<file path="config.mk">
export PLATFORM = sky130hd
export DESIGN_NAME = fp_mul_pipe
export DESIGN_NICKNAME = d
export VERILOG_FILES = /design/src/rtl/fp_pkg.sv /design/src/rtl/fp_mul_round.sv /design/src/rtl/fp_mul_pipe.sv
export SDC_FILE = /design/constraint.sdc
export NUM_CORES = 2
export LEC_CHECK = 0
export BUFFER_PORTS_ARGS = -buffer_cell sky130_fd_sc_hd__buf_2
export CAP_MARGIN = 10
export CORE_MARGIN = 5
export CORE_UTILIZATION = 45
export CTS_CLUSTER_DIAMETER = 40
export DETAILED_ROUTE_END_ITERATION = 10
export PLACE_DENSITY = 0.68
export SKIP_CTS_REPAIR_TIMING = 1
export SLEW_MARGIN = 10
export SYNTH_ARGS = -nofsm -noshare
export SYNTH_HDL_FRONTEND = slang
export SYNTH_SLANG_ARGS = --single-unit
</file>
<file path="constraint.sdc">
create_clock -name clk -period 3.2 [get_ports clk]
set_input_delay 0.32 -clock clk [delete_from_list [all_inputs] [get_ports clk]]
set_output_delay 0.32 -clock clk [all_outputs]
set_load 0.02 [all_outputs]
</file>
<file path="src/rtl/fp_pkg.sv">
// ============================================================================
// fp_pkg : rounding-mode encodings, operand class bits and format helpers
// Revision: 1.0
// ============================================================================
`default_nettype none

package fp_pkg;

    typedef enum logic [2:0] {
        RM_RNE = 3'b000,
        RM_RTZ = 3'b001,
        RM_RDN = 3'b010,
        RM_RUP = 3'b011,
        RM_RMM = 3'b100
    } rmode_e;

    typedef struct packed {
        logic zero;
        logic inf;
        logic qnan;
        logic snan;
    } fp_class_t;

    function automatic int bias(input int exp_w);
        return (1 << (exp_w - 1)) - 1;
    endfunction

    // Canonical quiet NaN: sign 0, all-ones exponent, fraction MSB set.
    function automatic logic [127:0] qnan(input int exp_w, input int frc_w);
        return ((128'd1 << (exp_w + 1)) - 128'd1) << (frc_w - 1);
    endfunction

endpackage

`default_nettype wire

</file>
<file path="src/rtl/fp_mul_round.sv">
// ============================================================================
// fp_mul_round : combinational round, overflow/underflow and pack stage
// Revision: 1.0
// ============================================================================
`default_nettype none

module fp_mul_round
    import fp_pkg::*;
#(
    parameter int EXP_W = 8,
    parameter int FRC_W = 23
) (
    input  logic                    [FRC_W:0]       mant,
    input  logic                    [2:0]           grs,
    input  logic signed             [EXP_W+1:0]     exp_n,
    input  logic                                    sign,
    input  logic                    [2:0]           r_mode,
    input  fp_class_t                               cls_x,
    input  fp_class_t                               cls_y,
    output logic                    [EXP_W+FRC_W:0] z,
    output logic                                    ovrf,
    output logic                                    udrf,
    output logic                                    nv
);

    localparam int W = 1 + EXP_W + FRC_W;
    localparam logic [W-1:0]             QNAN_C  = W'(qnan(EXP_W, FRC_W));
    localparam logic signed [EXP_W+1:0]  EXP_MAX = {2'b00, {EXP_W{1'b1}}};
    localparam logic [EXP_W+1:0]         EXP_ONE = {{(EXP_W+1){1'b0}}, 1'b1};

    logic                   inc;
    logic                   to_inf;
    logic                   nan_any;
    logic                   inf_zero;
    logic [FRC_W+1:0]       mant_r;
    logic [FRC_W-1:0]       frac_f;
    logic signed [EXP_W+1:0] exp_r;

    always_comb begin
        inc      = 1'b0;
        to_inf   = 1'b0;
        z        = '0;
        ovrf     = 1'b0;
        udrf     = 1'b0;
        nv       = 1'b0;
        nan_any  = cls_x.qnan | cls_x.snan | cls_y.qnan | cls_y.snan;
        inf_zero = (cls_x.inf & cls_y.zero) | (cls_x.zero & cls_y.inf);

        case (rmode_e'(r_mode))
            RM_RTZ:  inc = 1'b0;
            RM_RDN:  inc = sign & (|grs);
            RM_RUP:  inc = ~sign & (|grs);
            RM_RMM:  inc = grs[2];
            default: inc = grs[2] & (grs[1] | grs[0] | mant[0]);
        endcase

        case (rmode_e'(r_mode))
            RM_RTZ:  to_inf = 1'b0;
            RM_RDN:  to_inf = sign;
            RM_RUP:  to_inf = ~sign;
            default: to_inf = 1'b1;
        endcase

        mant_r = {1'b0, mant} + {{(FRC_W+1){1'b0}}, inc};
        if (mant_r[FRC_W+1]) begin
            frac_f = mant_r[FRC_W:1];
            exp_r  = exp_n + EXP_ONE;
        end else begin
            frac_f = mant_r[FRC_W-1:0];
            exp_r  = exp_n;
        end

        // Special operands win over every numeric path.
        if (nan_any || inf_zero) begin
            z  = QNAN_C;
            nv = cls_x.snan | cls_y.snan | inf_zero;
        end else if (cls_x.inf || cls_y.inf) begin
            z = {sign, {EXP_W{1'b1}}, {FRC_W{1'b0}}};
        end else if (cls_x.zero || cls_y.zero) begin
            z = {sign, {(W-1){1'b0}}};
        end else if (exp_n[EXP_W+1] || (exp_n == '0)) begin
            udrf = 1'b1;
            z    = {sign, {(W-1){1'b0}}};
        end else if (exp_r >= EXP_MAX) begin
            ovrf = 1'b1;
            z    = to_inf ? {sign, {EXP_W{1'b1}}, {FRC_W{1'b0}}}
                          : {sign, {(EXP_W-1){1'b1}}, 1'b0, {FRC_W{1'b1}}};
        end else begin
            z = {sign, exp_r[EXP_W-1:0], frac_f};
        end
    end

endmodule

`default_nettype wire

</file>
<file path="src/rtl/fp_mul_pipe.sv">
// ============================================================================
// fp_mul_pipe : 3-stage valid/ready IEEE-754 multiplier (unpack, normalise, round)
// Revision: 1.0
// ============================================================================
`default_nettype none

module fp_mul_pipe
    import fp_pkg::*;
#(
    parameter int EXP_W = 8,
    parameter int FRC_W = 23
) (
    input  logic                    clk,
    input  logic                    rst_n,
    input  logic                    in_valid,
    output logic                    in_ready,
    input  logic [EXP_W+FRC_W:0]    fp_X,
    input  logic [EXP_W+FRC_W:0]    fp_Y,
    input  logic [2:0]              r_mode,
    output logic                    out_valid,
    input  logic                    out_ready,
    output logic [EXP_W+FRC_W:0]    fp_Z,
    output logic                    ovrf,
    output logic                    udrf,
    output logic                    nv
);

    localparam int M = FRC_W + 1;
    localparam int W = 1 + EXP_W + FRC_W;
    localparam logic [EXP_W+1:0] BIAS_C  = (EXP_W+2)'(bias(EXP_W));
    localparam logic [EXP_W+1:0] EXP_ONE = {{(EXP_W+1){1'b0}}, 1'b1};

    function automatic fp_class_t classify(input logic [EXP_W-1:0] e, input logic [FRC_W-1:0] f);
        fp_class_t c;
        c.zero = (e == '0);
        c.inf  = (&e) & (f == '0);
        c.qnan = (&e) & f[FRC_W-1];
        c.snan = (&e) & ~f[FRC_W-1] & (f != '0);
        return c;
    endfunction

    logic ld1, ld2, ld3;

    logic                    s1_valid_q, s1_valid_d, s1_sign_q, s1_sign_d;
    logic signed [EXP_W+1:0] s1_exp_q, s1_exp_d;
    logic [2*M-1:0]          s1_prod_q, s1_prod_d;
    fp_class_t               s1_cls_x_q, s1_cls_x_d, s1_cls_y_q, s1_cls_y_d;
    logic [2:0]              s1_rmode_q, s1_rmode_d;

    logic                    s2_valid_q, s2_valid_d, s2_sign_q, s2_sign_d;
    logic signed [EXP_W+1:0] s2_exp_q, s2_exp_d;
    logic [FRC_W:0]          s2_mant_q, s2_mant_d;
    logic [2:0]              s2_grs_q, s2_grs_d;
    fp_class_t               s2_cls_x_q, s2_cls_x_d, s2_cls_y_q, s2_cls_y_d;
    logic [2:0]              s2_rmode_q, s2_rmode_d;

    logic                    s3_valid_q, s3_valid_d;
    logic [W-1:0]            fp_z_q, fp_z_d;
    logic                    ovrf_q, ovrf_d, udrf_q, udrf_d, nv_q, nv_d;

    logic [2*M-1:0]          norm_prod;
    logic [W-1:0]            rnd_z;
    logic                    rnd_ovrf, rnd_udrf, rnd_nv;

    always_comb begin
        ld3 = ~s3_valid_q | out_ready;
        ld2 = ~s2_valid_q | ld3;
        ld1 = ~s1_valid_q | ld2;

        s1_valid_d = s1_valid_q;  s1_sign_d  = s1_sign_q;   s1_exp_d   = s1_exp_q;
        s1_prod_d  = s1_prod_q;   s1_cls_x_d = s1_cls_x_q;  s1_cls_y_d = s1_cls_y_q;
        s1_rmode_d = s1_rmode_q;
        s2_valid_d = s2_valid_q;  s2_sign_d  = s2_sign_q;   s2_exp_d   = s2_exp_q;
        s2_mant_d  = s2_mant_q;   s2_grs_d   = s2_grs_q;    s2_cls_x_d = s2_cls_x_q;
        s2_cls_y_d = s2_cls_y_q;  s2_rmode_d = s2_rmode_q;
        s3_valid_d = s3_valid_q;  fp_z_d     = fp_z_q;
        ovrf_d     = ovrf_q;      udrf_d     = udrf_q;      nv_d       = nv_q;
        norm_prod  = s1_prod_q[2*M-1] ? s1_prod_q : (s1_prod_q << 1);

        if (ld1) begin
            s1_valid_d = in_valid;
            if (in_valid) begin
                s1_sign_d  = fp_X[W-1] ^ fp_Y[W-1];
                s1_exp_d   = $signed({2'b00, fp_X[W-2:FRC_W]}) + $signed({2'b00, fp_Y[W-2:FRC_W]})
                           - $signed(BIAS_C);
                s1_prod_d  = {{M{1'b0}}, 1'b1, fp_X[FRC_W-1:0]} * {{M{1'b0}}, 1'b1, fp_Y[FRC_W-1:0]};
                s1_cls_x_d = classify(fp_X[W-2:FRC_W], fp_X[FRC_W-1:0]);
                s1_cls_y_d = classify(fp_Y[W-2:FRC_W], fp_Y[FRC_W-1:0]);
                s1_rmode_d = r_mode;
            end
        end

        if (ld2) begin
            s2_valid_d = s1_valid_q;
            if (s1_valid_q) begin
                s2_sign_d  = s1_sign_q;
                s2_exp_d   = s1_prod_q[2*M-1] ? (s1_exp_q + $signed(EXP_ONE)) : s1_exp_q;
                s2_mant_d  = norm_prod[2*M-1 -: M];
                s2_grs_d   = {norm_prod[M-1], norm_prod[M-2], |norm_prod[M-3:0]};
                s2_cls_x_d = s1_cls_x_q;
                s2_cls_y_d = s1_cls_y_q;
                s2_rmode_d = s1_rmode_q;
            end
        end

        // Output word only changes when a new beat lands, so it holds under stall.
        if (ld3) begin
            s3_valid_d = s2_valid_q;
            if (s2_valid_q) begin
                fp_z_d = rnd_z;
                ovrf_d = rnd_ovrf;
                udrf_d = rnd_udrf;
                nv_d   = rnd_nv;
            end
        end
    end

    fp_mul_round #(
        .EXP_W (EXP_W),
        .FRC_W (FRC_W)
    ) u_round (
        .mant   (s2_mant_q),
        .grs    (s2_grs_q),
        .exp_n  (s2_exp_q),
        .sign   (s2_sign_q),
        .r_mode (s2_rmode_q),
        .cls_x  (s2_cls_x_q),
        .cls_y  (s2_cls_y_q),
        .z      (rnd_z),
        .ovrf   (rnd_ovrf),
        .udrf   (rnd_udrf),
        .nv     (rnd_nv)
    );

    always_ff @(posedge clk or negedge rst_n) begin
        if (!rst_n) begin
            s1_valid_q <= 1'b0;  s1_sign_q  <= 1'b0;  s1_exp_q   <= '0;
            s1_prod_q  <= '0;    s1_cls_x_q <= '0;    s1_cls_y_q <= '0;
            s1_rmode_q <= '0;
            s2_valid_q <= 1'b0;  s2_sign_q  <= 1'b0;  s2_exp_q   <= '0;
            s2_mant_q  <= '0;    s2_grs_q   <= '0;    s2_cls_x_q <= '0;
            s2_cls_y_q <= '0;    s2_rmode_q <= '0;
            s3_valid_q <= 1'b0;  fp_z_q     <= '0;
            ovrf_q     <= 1'b0;  udrf_q     <= 1'b0;  nv_q       <= 1'b0;
        end else begin
            s1_valid_q <= s1_valid_d;  s1_sign_q  <= s1_sign_d;   s1_exp_q   <= s1_exp_d;
            s1_prod_q  <= s1_prod_d;   s1_cls_x_q <= s1_cls_x_d;  s1_cls_y_q <= s1_cls_y_d;
            s1_rmode_q <= s1_rmode_d;
            s2_valid_q <= s2_valid_d;  s2_sign_q  <= s2_sign_d;   s2_exp_q   <= s2_exp_d;
            s2_mant_q  <= s2_mant_d;   s2_grs_q   <= s2_grs_d;    s2_cls_x_q <= s2_cls_x_d;
            s2_cls_y_q <= s2_cls_y_d;  s2_rmode_q <= s2_rmode_d;
            s3_valid_q <= s3_valid_d;  fp_z_q     <= fp_z_d;
            ovrf_q     <= ovrf_d;      udrf_q     <= udrf_d;      nv_q       <= nv_d;
        end
    end

    assign in_ready  = ld1;
    assign out_valid = s3_valid_q;
    assign fp_Z      = fp_z_q;
    assign ovrf      = ovrf_q;
    assign udrf      = udrf_q;
    assign nv        = nv_q;

endmodule

`default_nettype wire
</file>
Word-level counts from Yosys, hierarchy flattened
Index checks and enable logic that the tools add are counted.
Cells by class
  add/sub/neg operators: 5
  multiply operators: 1
  $lt $le $gt $ge: 1
  equality and inequality tests: 4
  muxes and demuxes: 22
  bitwise logic cells: 31
  reduce and logical (&&, ||, !) cells: 18
Operator list (number)
  $mux W31: 4
  $mul A24 B24 Y48: 1
  $mux W48: 1
  $logic_not A23 Y1: 2
  $reduce_bool A23 Y1: 2
  $mux W32: 1
  $add A24 B1 Y25: 1
  $mux W24: 1
  $mux W23: 1
  $reduce_or A22 Y1: 1
  $mux W10: 2
  $logic_not A8 Y1: 2
  $reduce_and A8 Y1: 2
  $and A1 B1 Y1: 13
  $or A1 B1 Y1: 11
  $add A10 B1 Y10 const B: 1
  $add A10 B2 Y10 const B: 1
  $ge A10 B9 Y1 const B: 1
  $logic_not A10 Y1: 1
  $mux W1: 10
  $sub A9 B7 Y10 const B: 1
  $add A8 B8 Y9: 1
  $eq A3 B2 Y1 const B: 2
  $not A1 Y1: 6
  other kinds (8): 13
Word-level totals
  register bits: 157
  input bits: 71
  output and inout port bits: 37
  word-level logic and storage cells: 114

Depth between registers and ports, before layout
  depth in word-level cells: 12
  gate-level depth with buffers: 27
  depth with buffers taken out: 25

Modules after synthesis
From an unflattened synthesis, not the netlist that was laid out.
Second synthesis, totals
  cells, all modules: 2976
  area total of the unflattened synthesis: 26889.5 sq um
By module, submodules not included
  fp_mul_pipe: instances 1, cells each 2787, area each 25643.3 sq um, sequential area each 3928.8 sq um
  fp_mul_round: instances 1, cells each 189, area each 1246.2 sq um, sequential area each 0.0 sq um

Least setup slack after synthesis
OpenSTA, ideal clock, no wires.
  kind: input port to flip-flop
  start: input port fp_Y[3]
  end: register s1_prod_q[45]
  library setup time: 69 ps
  arrival: 6638 ps
  required time: 3131 ps
  path slack: -3507 ps
  stages on the path: 27
  path buffers: 2
  cell sequence: clkbuf_1 nand2_1 fa_1 inv_1 fa_1 inv_1 fa_1 inv_1 fa_1 inv_1 fa_1 inv_1 fa_1 inv_1 fa_1 inv_1 ha_1 clkbuf_1 a21o_1 nand3_1 a211oi_1 a2111o_1 o21ai_0 nor3b_2 nor4b_1 or4_1 nand3_1
On the way
  longest elaborated chain between the ends: 1
Ends and longest elaborated chain
  start, declared: RTL line fp_mul_pipe.sv:18  | input logic [EXP_W+FRC_W:0] fp_Y,
  $mul A24 B24 Y48: RTL line fp_mul_pipe.sv:86  | s1_prod_d = {{M{1'b0}}, 1'b1, fp_X[FRC_W-1:0]} * {{M{1'b0}}, 1'b1, fp_Y[FRC_W-1:0]};
  end signal, assigned: RTL line fp_mul_pipe.sv:147  | s1_prod_q <= s1_prod_d; s1_cls_x_q <= s1_cls_x_d; s1_cls_y_q <= s1_cls_y_d;
  end, declared: RTL line fp_mul_pipe.sv:46  | logic [2*M-1:0] s1_prod_q, s1_prod_d;
Every way passes these cells.
A chain may end at the register's enable or synchronous reset.

Worst setup path after layout
  start: input port fp_X[20]
  end: register s1_prod_q[40]
On the way
  longest elaborated chain between the ends: 1
Ends and longest elaborated chain
  start, declared: RTL line fp_mul_pipe.sv:17  | input logic [EXP_W+FRC_W:0] fp_X,
  $mul A24 B24 Y48: RTL line fp_mul_pipe.sv:86
Every way passes these cells.

==> qor.csv <==
stage,metric,value,unit
outcome,status,"finished, violations left",
outcome,failing checks,setup timing,
synth,Post-synth top cells,"inv_1 (566), fa_1 (483), nand2_1 (442)",
grt,first-pass GRT wire length,111.7,mm
floorplan,core box area,57920,um2
cells_and_area,area grow syn2layout,23.79,%
synth,adder-cell share of the synthesized area,45.74,%
floorplan,die footprint,63660,um2
route,Routed wire per std cell,17.48,um
floorplan,FP Rows,88,
clock_network,CTS Sinks,157,
timing,slew at the pin closest to its max-slew limit,0.7426,ns
route,final routed DRC violation total,0,
route,post-route ant nets,0,
place,dpl ws,-3.758,ns
route,detailed-route via count,20720,
route,DR pass1 iterations,7,
critical_path,Max Fanout on Critical Path,14,
critical_path,reg2reg setup slack,-0.20,ns
critical_path,Setup CP Type,in -> reg,
grt,grt ovf,0,
synth,Synth cell types,67,
grt,grt peak-use layer,met2,
synth,mux share of post-synthesis cell area,1.748,%
synth,Post-Synthesis Cells,2922,
timing,"Slew Viols, Final",0,
timing,"Worst Setup Slack, final",-3.057,ns
synth,Post-synth EDFFs,0,
clock_network,Root Driver,clkbuf_16,
timing,max_slew headroom,50.32,%
timing,RSZ-0062 raised after global routing,yes,
critical_path,Startpoint Class,input pin,
clock_network,CTS tree,yes,
critical_path,Critical Path Sink Type,flip-flop,
cells_and_area,n_diodes,0,
synth,top_reg_cell synth,dfrtp_1,
place,GPL Wtd Cong,0.9206,
critical_path,worst path required time,3.56,ns
floorplan,Starting Density,45.62,%
route,Via density,5.130,
clock_network,"CTS clk-pin slew, worst paths",0.07,ns
grt,met2 Use GR,35.51,%
clock_network,Bufs on Longest Clock Path,2,
grt,global routing usage on met3,3.694,%
grt,initial antenna violation count,1,
place,HPWL Detailed,58.14,mm
place,IO Port Bufs,107,
cells_and_area,layout cells sized above 1,24.37,%
grt,GR Util met1,30.98,%
timing,fin crit period,6.257,ns
clock_network,"Clk Latency, worst-skew pair",0.42,ns
synth,Yosys warning count,0,
cells_and_area,Final Net Count,4008,
synth,complex-gate fraction of the synthesized area,7.232,%
synth,Yosys reg bits,157,
synth,area share of the largest cell type after synthesis,36.60,%
synth,post-synthesis sequential area ratio,14.87,%
synth,most common cell in the netlist,inv_1,
route,1st-iter DRT viols,1401,
hold_path,worst min path class,in -> reg,
run,max-cap viol count,0,
synth,XOR/XNOR share of the synthesized area,2.752,%
floorplan,die height,252.3,um
synth,Simple-Gate Fraction of Synth Area,17.46,%
clock_network,H-tree depth,4,
floorplan,Die Span X,252.3,um
timing,Fin. Hold Viols,0,
synth,largest cells by area after synthesis,"fa_1 (37%), dfrtp_1 (15%), ha_1 (9.1%)",
synth,largest family of logic cells by synthesized area,adder cells,
synth,Avg Inst Size Synth,9.041,um2
timing,Clock Skew,0.01381,ns
floorplan,num ports,108,
critical_path,"Arr. time, crit path",6.61,ns
synth,syn_nets,3669,
timing,fmax,159.8,MHz
timing,Final Cycle Share,195.5,%
synth,cell area after synthesis,26420,um2
synth,cell taking the most area after synthesis,fa_1,
grt,Tot GR Track Use,21.67,%
grt,vias in the first global route,21010,
grt,largest net degree at the start of global routing,72,
timing,Setup Viol. Count Final,66,
clock_network,CTS Buf Count,17,
route,WL final,70.62,mm
synth,ys async rst share,100.0,%
[per-layer routing]
metal / share of wire [%] / vias up
li1: - / 9663
met5: 0.018 / -
met2: 48 / 638
met4: 2.0 / 2
met3: 6.5 / 78
met1: 44 / 10340
[cell usage in the layout, fill, tap and decap left out, types with 22 or more instances in the layout]
cell type,n
nand4_1,30
nand2_1,426
and2_1,225
xor2_1,35
a22o_1,28
xnor2_1,39
inv_2,44
mux2i_1,27
and2_4,40
ha_1,156
fa_2,29
fa_1,454
ha_4,32
o21ai_0,85
buf_2,69
nand3_1,24
buf_4,296
inv_1,519
dfrtp_1,157
buf_12,24
a21oi_1,37
a21oi_2,22
nor2_1,61
o21ai_1,34
clkbuf_16,22
buf_6,55
[cells by family after synthesis]
kind of cell,count (synthesis)
AO/OA/AOI/OAI,311
XOR/XNOR,83
adder cells (fa/ha/maj),676
buffers and inverters,712
flip-flops,157
multiplexers,44
AND/OR/NAND/NOR,939
[stage by stage]
stage	util (%)	hold WS (ns)	TNS, ns	std cells	area, um2
4_1_cts	53.43	-0.08854	-116.22	4002	30950
5_1_grt	56.47	0.09047	-113.38	4039	32700
6_report	56.47	0.1013	-100.95	4039	32700
3_3_place_gp	52.42	0.3652	-130.51	3970	30360
2_1_floorplan	-	0.02441	-97.78	2922	27360
3_5_place_dp	52.42	0.3715	-134.52	3970	30360
[layout make-up]
| cell class | instances | area [um2] |
|---|---|---|
| timing repair buffer | 462 | 3980 |
| multi-input combinational | 2054 | 21090 |
| fill | 5089 | 25210 |
| clock inverter | 15 | 163.9 |
| tap | 765 | 957.2 |
| inverter | 569 | 2163 |
| sequential | 157 | 3929 |
| clock buffer | 17 | 425.4 |
[critical path, cell delays in order]
cell and delay (ns):
buf_6 0.14, buf_4 0.15, and2_1 0.16, fa_1 0.47
fa_1 0.49, inv_1 0.04, fa_1 0.45, fa_1 0.49
inv_1 0.06, fa_1 0.48, fa_1 0.52, inv_1 0.05
fa_1 0.50, inv_1 0.08, ha_4 0.28, nand4_1 0.19
buf_4 0.21, nor4_4 0.31, a311oi_4 0.17, o31ai_2 0.24
a21oi_1 0.12, o21a_1 0.20, or4_1 0.40, nand3_1 0.09
[state kept, by name, summed over array words and instances, names as in the netlist, 10 cells and up]
signal / flops
s1_prod_q: 48
s2_exp_q: 10
s1_exp_q: 10
fp_Z: 32
s2_mant_q: 24
[worst paths after layout]
| kind | startpoint | to | cells past startpoint |
|---|---|---|---|
| worst max-delay path | fp_X[20] | s1_prod_q[40] | 24 |
| min in group asynchronous | rst_n | fp_Z[28] | 2 |
| worst min register to register | s2_grs_q[0] | s2_grs_q[0] | 2 |
| max in group asynchronous | rst_n | s2_mant_q[16] | 3 |
| worst min-delay path | r_mode[0] | s1_rmode_q[0] | 3 |
| worst max register to register | s2_rmode_q[0] | fp_Z[13] | 19 |
Power is left out: the tool's default activity adds up to more than one toggle a clock period on the data nets, which glitch-free logic cannot reach.
